===== config.mk =====
export PLATFORM = sky130hd
export DESIGN_NAME = step_controller_flat
export DESIGN_NICKNAME = d
export VERILOG_FILES = /design/src/rtl/step_controller_if.sv /design/src/rtl/step_controller.sv /design/src/flat_wrapper.sv
export SDC_FILE = /design/constraint.sdc
export NUM_CORES = 1
export LEC_CHECK = 0
export CORE_MARGIN = 2
export CORE_UTILIZATION = 45
export DETAILED_ROUTE_END_ITERATION = 7
export HOLD_SLACK_MARGIN = 0.03
export PLACE_DENSITY = 0.66
export SLEW_MARGIN = 0
export SYNTH_ARGS = -nofsm -noshare
export SYNTH_HDL_FRONTEND = slang
export SYNTH_SLANG_ARGS = --single-unit
export TNS_END_PERCENT = 20

===== constraint.sdc =====
create_clock -name clock -period 3.1 [get_ports clock]
set_clock_uncertainty 0.2 [all_clocks]
set_input_delay 0.465 -clock clock [delete_from_list [all_inputs] [get_ports clock]]
set_output_delay 0.465 -clock clock [all_outputs]
set_load 0.02 [all_outputs]

===== src/rtl/step_controller_if.sv =====
// Bundle of the CPU step-controller control and status signals.
// The bench or button logic takes the master side; the controller takes the slave side.
interface step_controller_if;
  logic       step;
  logic       run_toggle;
  logic [3:0] burst_len;
  logic       halt;
  logic       cpu_en;
  logic       busy;
  logic       halted;
  logic [1:0] state_dbg;

  modport master (
    output step, run_toggle, burst_len, halt,
    input  cpu_en, busy, halted, state_dbg
  );

  modport slave (
    input  step, run_toggle, burst_len, halt,
    output cpu_en, busy, halted, state_dbg
  );
endinterface


===== src/rtl/step_controller.sv =====
// Gates CPU advance: N-pulse bursts per step, a divided free-running mode,
// and a sticky halted state that needs a fresh button press to leave.
module step_controller #(
  parameter int RUN_DIV = 4,
  parameter int DIV_W   = 8
) (
  input  logic             clock,
  input  logic             reset,
  step_controller_if.slave bus
);

  localparam logic [1:0] IDLE   = 2'b00;
  localparam logic [1:0] BURST  = 2'b01;
  localparam logic [1:0] RUN    = 2'b10;
  localparam logic [1:0] HALTED = 2'b11;

  localparam logic [DIV_W-1:0] DIV_LAST = DIV_W'(RUN_DIV - 1);

  logic [1:0]       state_q, state_d;
  logic [3:0]       rem_q, rem_d;
  logic [DIV_W-1:0] div_q, div_d;
  logic             div_hit;

  assign div_hit = (div_q == DIV_LAST);

  // A run_toggle in the enable cycle stops the run without one last pulse.
  assign bus.cpu_en    = ((state_q == BURST) && !bus.halt) ||
                         ((state_q == RUN) && div_hit && !bus.halt && !bus.run_toggle);
  assign bus.busy      = (state_q == BURST) || (state_q == RUN);
  assign bus.halted    = (state_q == HALTED);
  assign bus.state_dbg = state_q;

  always_comb begin
    state_d = state_q;
    rem_d   = rem_q;
    div_d   = div_q;
    case (state_q)
      IDLE: begin
        if (bus.halt) begin
          state_d = HALTED;
        end else if (bus.run_toggle) begin
          state_d = RUN;
          div_d   = '0;
        end else if (bus.step) begin
          state_d = BURST;
          rem_d   = (bus.burst_len == 4'd0) ? 4'd1 : bus.burst_len;
        end
      end
      BURST: begin
        if (bus.halt) begin
          state_d = HALTED;
          rem_d   = 4'd0;
        end else if (rem_q <= 4'd1) begin
          state_d = IDLE;
          rem_d   = 4'd0;
        end else begin
          rem_d = rem_q - 4'd1;
        end
      end
      RUN: begin
        if (bus.halt) begin
          state_d = HALTED;
          div_d   = '0;
        end else if (bus.run_toggle) begin
          state_d = IDLE;
          div_d   = '0;
        end else begin
          div_d = div_hit ? '0 : div_q + DIV_W'(1);
        end
      end
      HALTED: begin
        if (!bus.halt && (bus.step || bus.run_toggle)) begin
          state_d = IDLE;
        end
      end
      default: begin
        state_d = IDLE;
        rem_d   = 4'd0;
        div_d   = '0;
      end
    endcase
  end

  always_ff @(posedge clock or posedge reset) begin
    if (reset) begin
      state_q <= IDLE;
      rem_q   <= 4'd0;
      div_q   <= '0;
    end else begin
      state_q <= state_d;
      rem_q   <= rem_d;
      div_q   <= div_d;
    end
  end

endmodule


===== src/flat_wrapper.sv =====
// flat-port wrapper written by rule: the top's interface ports become plain ports
module step_controller_flat 
#(
  parameter int RUN_DIV = 4,
  parameter int DIV_W   = 8
)
  (clock, reset, bus_step, bus_run_toggle, bus_burst_len, bus_halt, bus_cpu_en, bus_busy, bus_halted, bus_state_dbg);
  step_controller_if bus_i ();
  input  logic clock;
  input  logic reset;
  input wire logic [$bits(bus_i.step)-1:0] bus_step;
  input wire logic [$bits(bus_i.run_toggle)-1:0] bus_run_toggle;
  input wire logic [$bits(bus_i.burst_len)-1:0] bus_burst_len;
  input wire logic [$bits(bus_i.halt)-1:0] bus_halt;
  output wire logic [$bits(bus_i.cpu_en)-1:0] bus_cpu_en;
  output wire logic [$bits(bus_i.busy)-1:0] bus_busy;
  output wire logic [$bits(bus_i.halted)-1:0] bus_halted;
  output wire logic [$bits(bus_i.state_dbg)-1:0] bus_state_dbg;
  assign bus_i.step = bus_step;
  assign bus_i.run_toggle = bus_run_toggle;
  assign bus_i.burst_len = bus_burst_len;
  assign bus_i.halt = bus_halt;
  assign bus_cpu_en = bus_i.cpu_en;
  assign bus_busy = bus_i.busy;
  assign bus_halted = bus_i.halted;
  assign bus_state_dbg = bus_i.state_dbg;
  step_controller #(.RUN_DIV(RUN_DIV), .DIV_W(DIV_W)) u_core (.clock(clock), .reset(reset), .bus(bus_i));
endmodule

Yosys cells after proc, flatten, opt, wreduce, memory -nomap -nowiden
Index checks and enable logic that the tools add are counted.
Cells by class
  reduce and logical (&&, ||, !) cells: 17
  equality and inequality tests: 12
  muxes and demuxes: 22
  $lt $le $gt $ge: 1
  add/subtract/negate cells: 2
Operators with widths (number)
  $mux W8: 5
  $mux W4: 6
  $mux W2: 8
  $pmux W8 S2: 1
  $add A8 B1 Y8 const B: 1
  $eq A8 B2 Y1 const B: 1
  $ne A2 B2 Y1 const B: 4
  $pmux W2 S4: 1
  $pmux W4 S2: 1
  $reduce_and A4 Y1: 2
  $ne A3 B3 Y1 const B: 2
  $logic_and A1 B1 Y1: 5
  $eq A2 B2 Y1 const B: 2
  $le A4 B1 Y1 const B: 1
  $logic_not A4 Y1: 1
  $ne A4 B4 Y1 const B: 1
  $reduce_bool A2 Y1: 2
  $sub A4 B1 Y4 const B: 1
  $logic_or A1 B1 Y1: 3
  $reduce_and A3 Y1: 1
  $eq A2 B1 Y1 const B: 1
  $logic_not A1 Y1: 2
  $logic_not A2 Y1: 1
  $ne A2 B1 Y1 const B: 1
Storage, ports and cells
  output and inout bits: 5
  input bits: 9
  logic and storage cells: 57
  flip-flop bits (word level): 14

Logic depth before layout (Yosys ltp)
Gate-level depths: netlist of the first run.
  depth in word-level cells: 6
  mapped depth: 7

Worst setup path before layout of the first run
No wires, ideal clock.
  kind: reg2out
  from: register u_core.div_q[0]
  to: output bus_cpu_en
  arrival: 1.333 ns
  cell stages (with the launch flop): 5
  data required time: 2.435 ns
  setup slack: 1.102 ns
  cells stage by stage: dfrtp_1 -> ha_1 -> nor4b_1 -> nand4_1 -> a21oi_1
On the way
  word-level cells in the longest chain between the ends: 5
RTL lines
  from (decl): line step_controller.sv:21  | logic [DIV_W-1:0] div_q, div_d;
  from (signal assigned): line step_controller.sv:92  | div_q <= div_d;
  $eq A8 B2 Y1: line step_controller.sv:24  | assign div_hit = (div_q == DIV_LAST);
  $logic_and A1 B1 Y1 (3 in series): line step_controller.sv:28  | ((state_q == RUN) && div_hit && !bus.halt && !bus.run_toggle);
  $logic_or A1 B1 Y1: line step_controller.sv:27  | assign bus.cpu_en = ((state_q == BURST) && !bus.halt) ||
  to (decl): line flat_wrapper.sv:15  | output wire logic [$bits(bus_i.cpu_en)-1:0] bus_cpu_en;
No other way between the ends.

Worst setup path in the final report of the first run
Same ends and word-level chain as after synthesis.

==> impl_metrics.env, run 1 <==
export IMPL_intPower_mw=0.539
export IMPL_die_x_um=50.4
export IMPL_dieArea_um2=2540
export IMPL_cts_tree="yes"
export IMPL_seq_power_share_pct=31.0
export IMPL_crit_required_ns=2.43
export IMPL_grt_use_total_pct=16.9
export IMPL_ys_top_cells_by_area="dfrtp_1 36%, ha_1 12%, a21oi_1 5.2%"
export IMPL_route_detailed_drc=0
export IMPL_yosysUniqueCellTypes=31
export IMPL_worst_setup_path_start_kind="flop"
export IMPL_detailed_place_area_um2=1130
export IMPL_final_min_clock_period_ns=2.80
export IMPL_final_hold_viol_count=0
export IMPL_antennaDiodeCount=0
export IMPL_slew_violations=0
export IMPL_detail_route_antenna_nets=0
export IMPL_wirelength_mm=1.88
export IMPL_avgSynthCellArea_um2=9.60
export IMPL_yosys_area_top_type="dfrtp_1"
export IMPL_crit_fanout=4
export IMPL_worst_setup_path_end_kind="primary output"
export IMPL_numCtsBuffers=3
export IMPL_synth_area_um2=970
export IMPL_cts_setup_buffers=0
export IMPL_syn_num_nets=119
export IMPL_routedWlPerCell_um=13.2
export IMPL_final_period_utilization_pct=90.4
export IMPL_core_um2=2000
export IMPL_grt_pass1_wl_mm=3.32
export IMPL_peakVddDrop_mv=0.509
export IMPL_crit_arrival_ns=2.14
export IMPL_die_y_um=50.4
export IMPL_switching_share_pct=43.7
export IMPL_cap_viol_max_count=0
export IMPL_layout_nets=136
export IMPL_overflow=0
export IMPL_hp_class="in2async"
export IMPL_start_util_pct=48.4
export IMPL_vias_per_cell=5.50
export IMPL_postLayoutCoreUtil_pct=57.4
export IMPL_setup_violations=0
export IMPL_grt_pass1_vias=786
export IMPL_ys_ff_latch=14
export IMPL_layout_common_cells="14 x dfrtp_1, 13 x clkdlybuf4s50_1, 10 x a21oi_1"
export IMPL_clkSlewWorstSetupHoldPaths_ns=0.09
export IMPL_ctsResizeCount=0
export IMPL_syn_to_final_growth_pct=18.5
export IMPL_pwr_share_comb_pct=58.1
export IMPL_rsz0062_at_grt="false"
export IMPL_ys_seq_area_share_pct=36.1
export IMPL_antenna_found_initial=0
export IMPL_dr_pass1_iters=4
export IMPL_gp_congestion=0.830
export IMPL_worstSetupPathType="reg2out"
export IMPL_io_pins=14
export IMPL_power_density_nw_per_um2=833
export IMPL_hold_buffers=0
export IMPL_power_switching_mw=0.417
export IMPL_drive_above_1_share_pct=12.1
export IMPL_nFillCells=189
export IMPL_vias=786
export IMPL_clkPwrFrac_pct=10.9
export IMPL_cts_path_max_buffers=2
export IMPL_setup_tns_ns=0
export IMPL_status="complete, no violations"
export IMPL_h_tree_depth=1
export IMPL_cts_num_sinks=14
export IMPL_grt_max_degree=16
export IMPL_final_cell_area_um2=1150
export IMPL_total_power_mw=0.956
export IMPL_initialDrtViolationCount=3
export IMPL_worst_slew_pin_slew_ns=0.663
export IMPL_syn_inst=101
export IMPL_root_buffer="clkbuf_4"
export IMPL_leakagePower_nw=0.475
export IMPL_synth_top_area_share_pct=36.1
export IMPL_clk_latency_ns=0.27
export IMPL_slew_headroom_pct=55.6
export IMPL_r2r_setup_slack_ns=0.97
export IMPL_yosysWarnings=0
export IMPL_portBuffers=13
export IMPL_mostFrequentLayoutCell="dfrtp_1"
export IMPL_hpwlAfterDp_mm=1.42
export IMPL_fp_row_count=16
export IMPL_fmax_ghz=0.357
per-layer routing:
layer  global-route usage, %  up-vias  wire (µm)
li1                        -      404          -
met1                    21.3      372        910
met2                    29.2        8        908
met3                    2.68        2         47
met4                    5.86        0         15
met5                       0        -          0
area by class of cell:
cell class	instances	area (µm²)	area share, %
Timing Repair Buffer	13	130	11.3
Inverter	10	37.5	3.27
Multi-Input combinational cell	76	574	50.0
Tap cell	27	33.8	2.94
Sequential cell	14	350	30.5
Clock buffer	3	22.5	1.96
worst paths after layout:
kind / startpoint / depth (start not counted) / to
max reg2reg: u_core.bus.state_dbg[0] / 5 / u_core.div_q[7]
max in group asynchronous: reset / 2 / u_core.rem_q[2]
min: reset / 2 / u_core.rem_q[0]
min in group clock: u_core.rem_q[1] / 1 / u_core.rem_q[1]
max: u_core.div_q[0] / 5 / bus_cpu_en
min reg2reg: u_core.rem_q[1] / 1 / u_core.rem_q[1]
critical path, cell delays in order, from the launching register on:
cell	delay, ns
dfrtp_1	0.42
ha_1	0.19
nor4b_1	0.32
nand4_1	0.14
a21oi_1	0.17
clkdlybuf4s50_1	0.63
logic make-up after synthesis:
logic type / Yosys count / share of synthesized area (%)
flip-flops: 14 / 36.1
multiplexers: 4 / 4.64
AND/OR/NAND/NOR: 30 / 17.8
buffers and inverters: 11 / 4.64
AO/OA/AOI/OAI: 32 / 24.3
XOR/XNOR: 1 / 0.903
adder cells (fa/ha/maj): 9 / 11.6
registers in the layout (all words and copies together), names as in the netlist:
name / cells
u_core.div_q: 8
u_core.rem_q: 4
u_core.bus.state_dbg: 2
Yosys cell counts (all sizes together):
master   count
dfrtp       14
a21oi       12
inv         10
ha           9
o21ai        7
nor2         6
mux2         4
or3          4
nand2        3
nand2b       3
nor3         3
o2bb2ai      3
a2bb2oi      2
nand3        2
nand4        2
o21bai       2
o31ai        2
or4          2
a31oi        1
a32o         1
and3         1
and4         1
buf          1
nor2b        1
nor4b        1
nor4bb       1
o21ba        1
o311ai       1
xor2         1
power by group through the flow:
stage | Clock (mW) | Sequential, mW | Combinational, mW
final | 0.104 | 0.296 | 0.556
after global routing | 0.114 | 0.310 | 0.614
after CTS | 0.108 | 0.297 | 0.558
after detailed placement | 0 | 0.300 | 0.557
after global placement | 0 | 0.298 | 0.548
after floorplan | 0 | 0.304 | 0.406
stage by stage:
| step | hold slack, ns | setup slack, ns | instances |
|---|---|---|---|
| after floorplan | 0.154 | 1.10 | 101 |
| after global placement | 0.329 | 0.491 | 140 |
| after detailed placement | 0.332 | 0.471 | 140 |
| after CTS | 0.352 | 0.269 | 143 |
| after global routing | 0.379 | 0.0743 | 143 |
| final | 0.334 | 0.296 | 143 |
Power figures use the tool's default switching activity.
==> inputs of run 2 (changes only) <==
--- a/config.mk
+++ b/config.mk
@@ -5,6 +5,7 @@
 export SDC_FILE = /design/constraint.sdc
 export NUM_CORES = 1
 export LEC_CHECK = 0
+export CAP_MARGIN = 20
 export CORE_MARGIN = 2
 export CORE_UTILIZATION = 45
 export DETAILED_ROUTE_END_ITERATION = 7
==> results of run 2 <==
Final layout, timing and power as in run 1 (identical DEF).
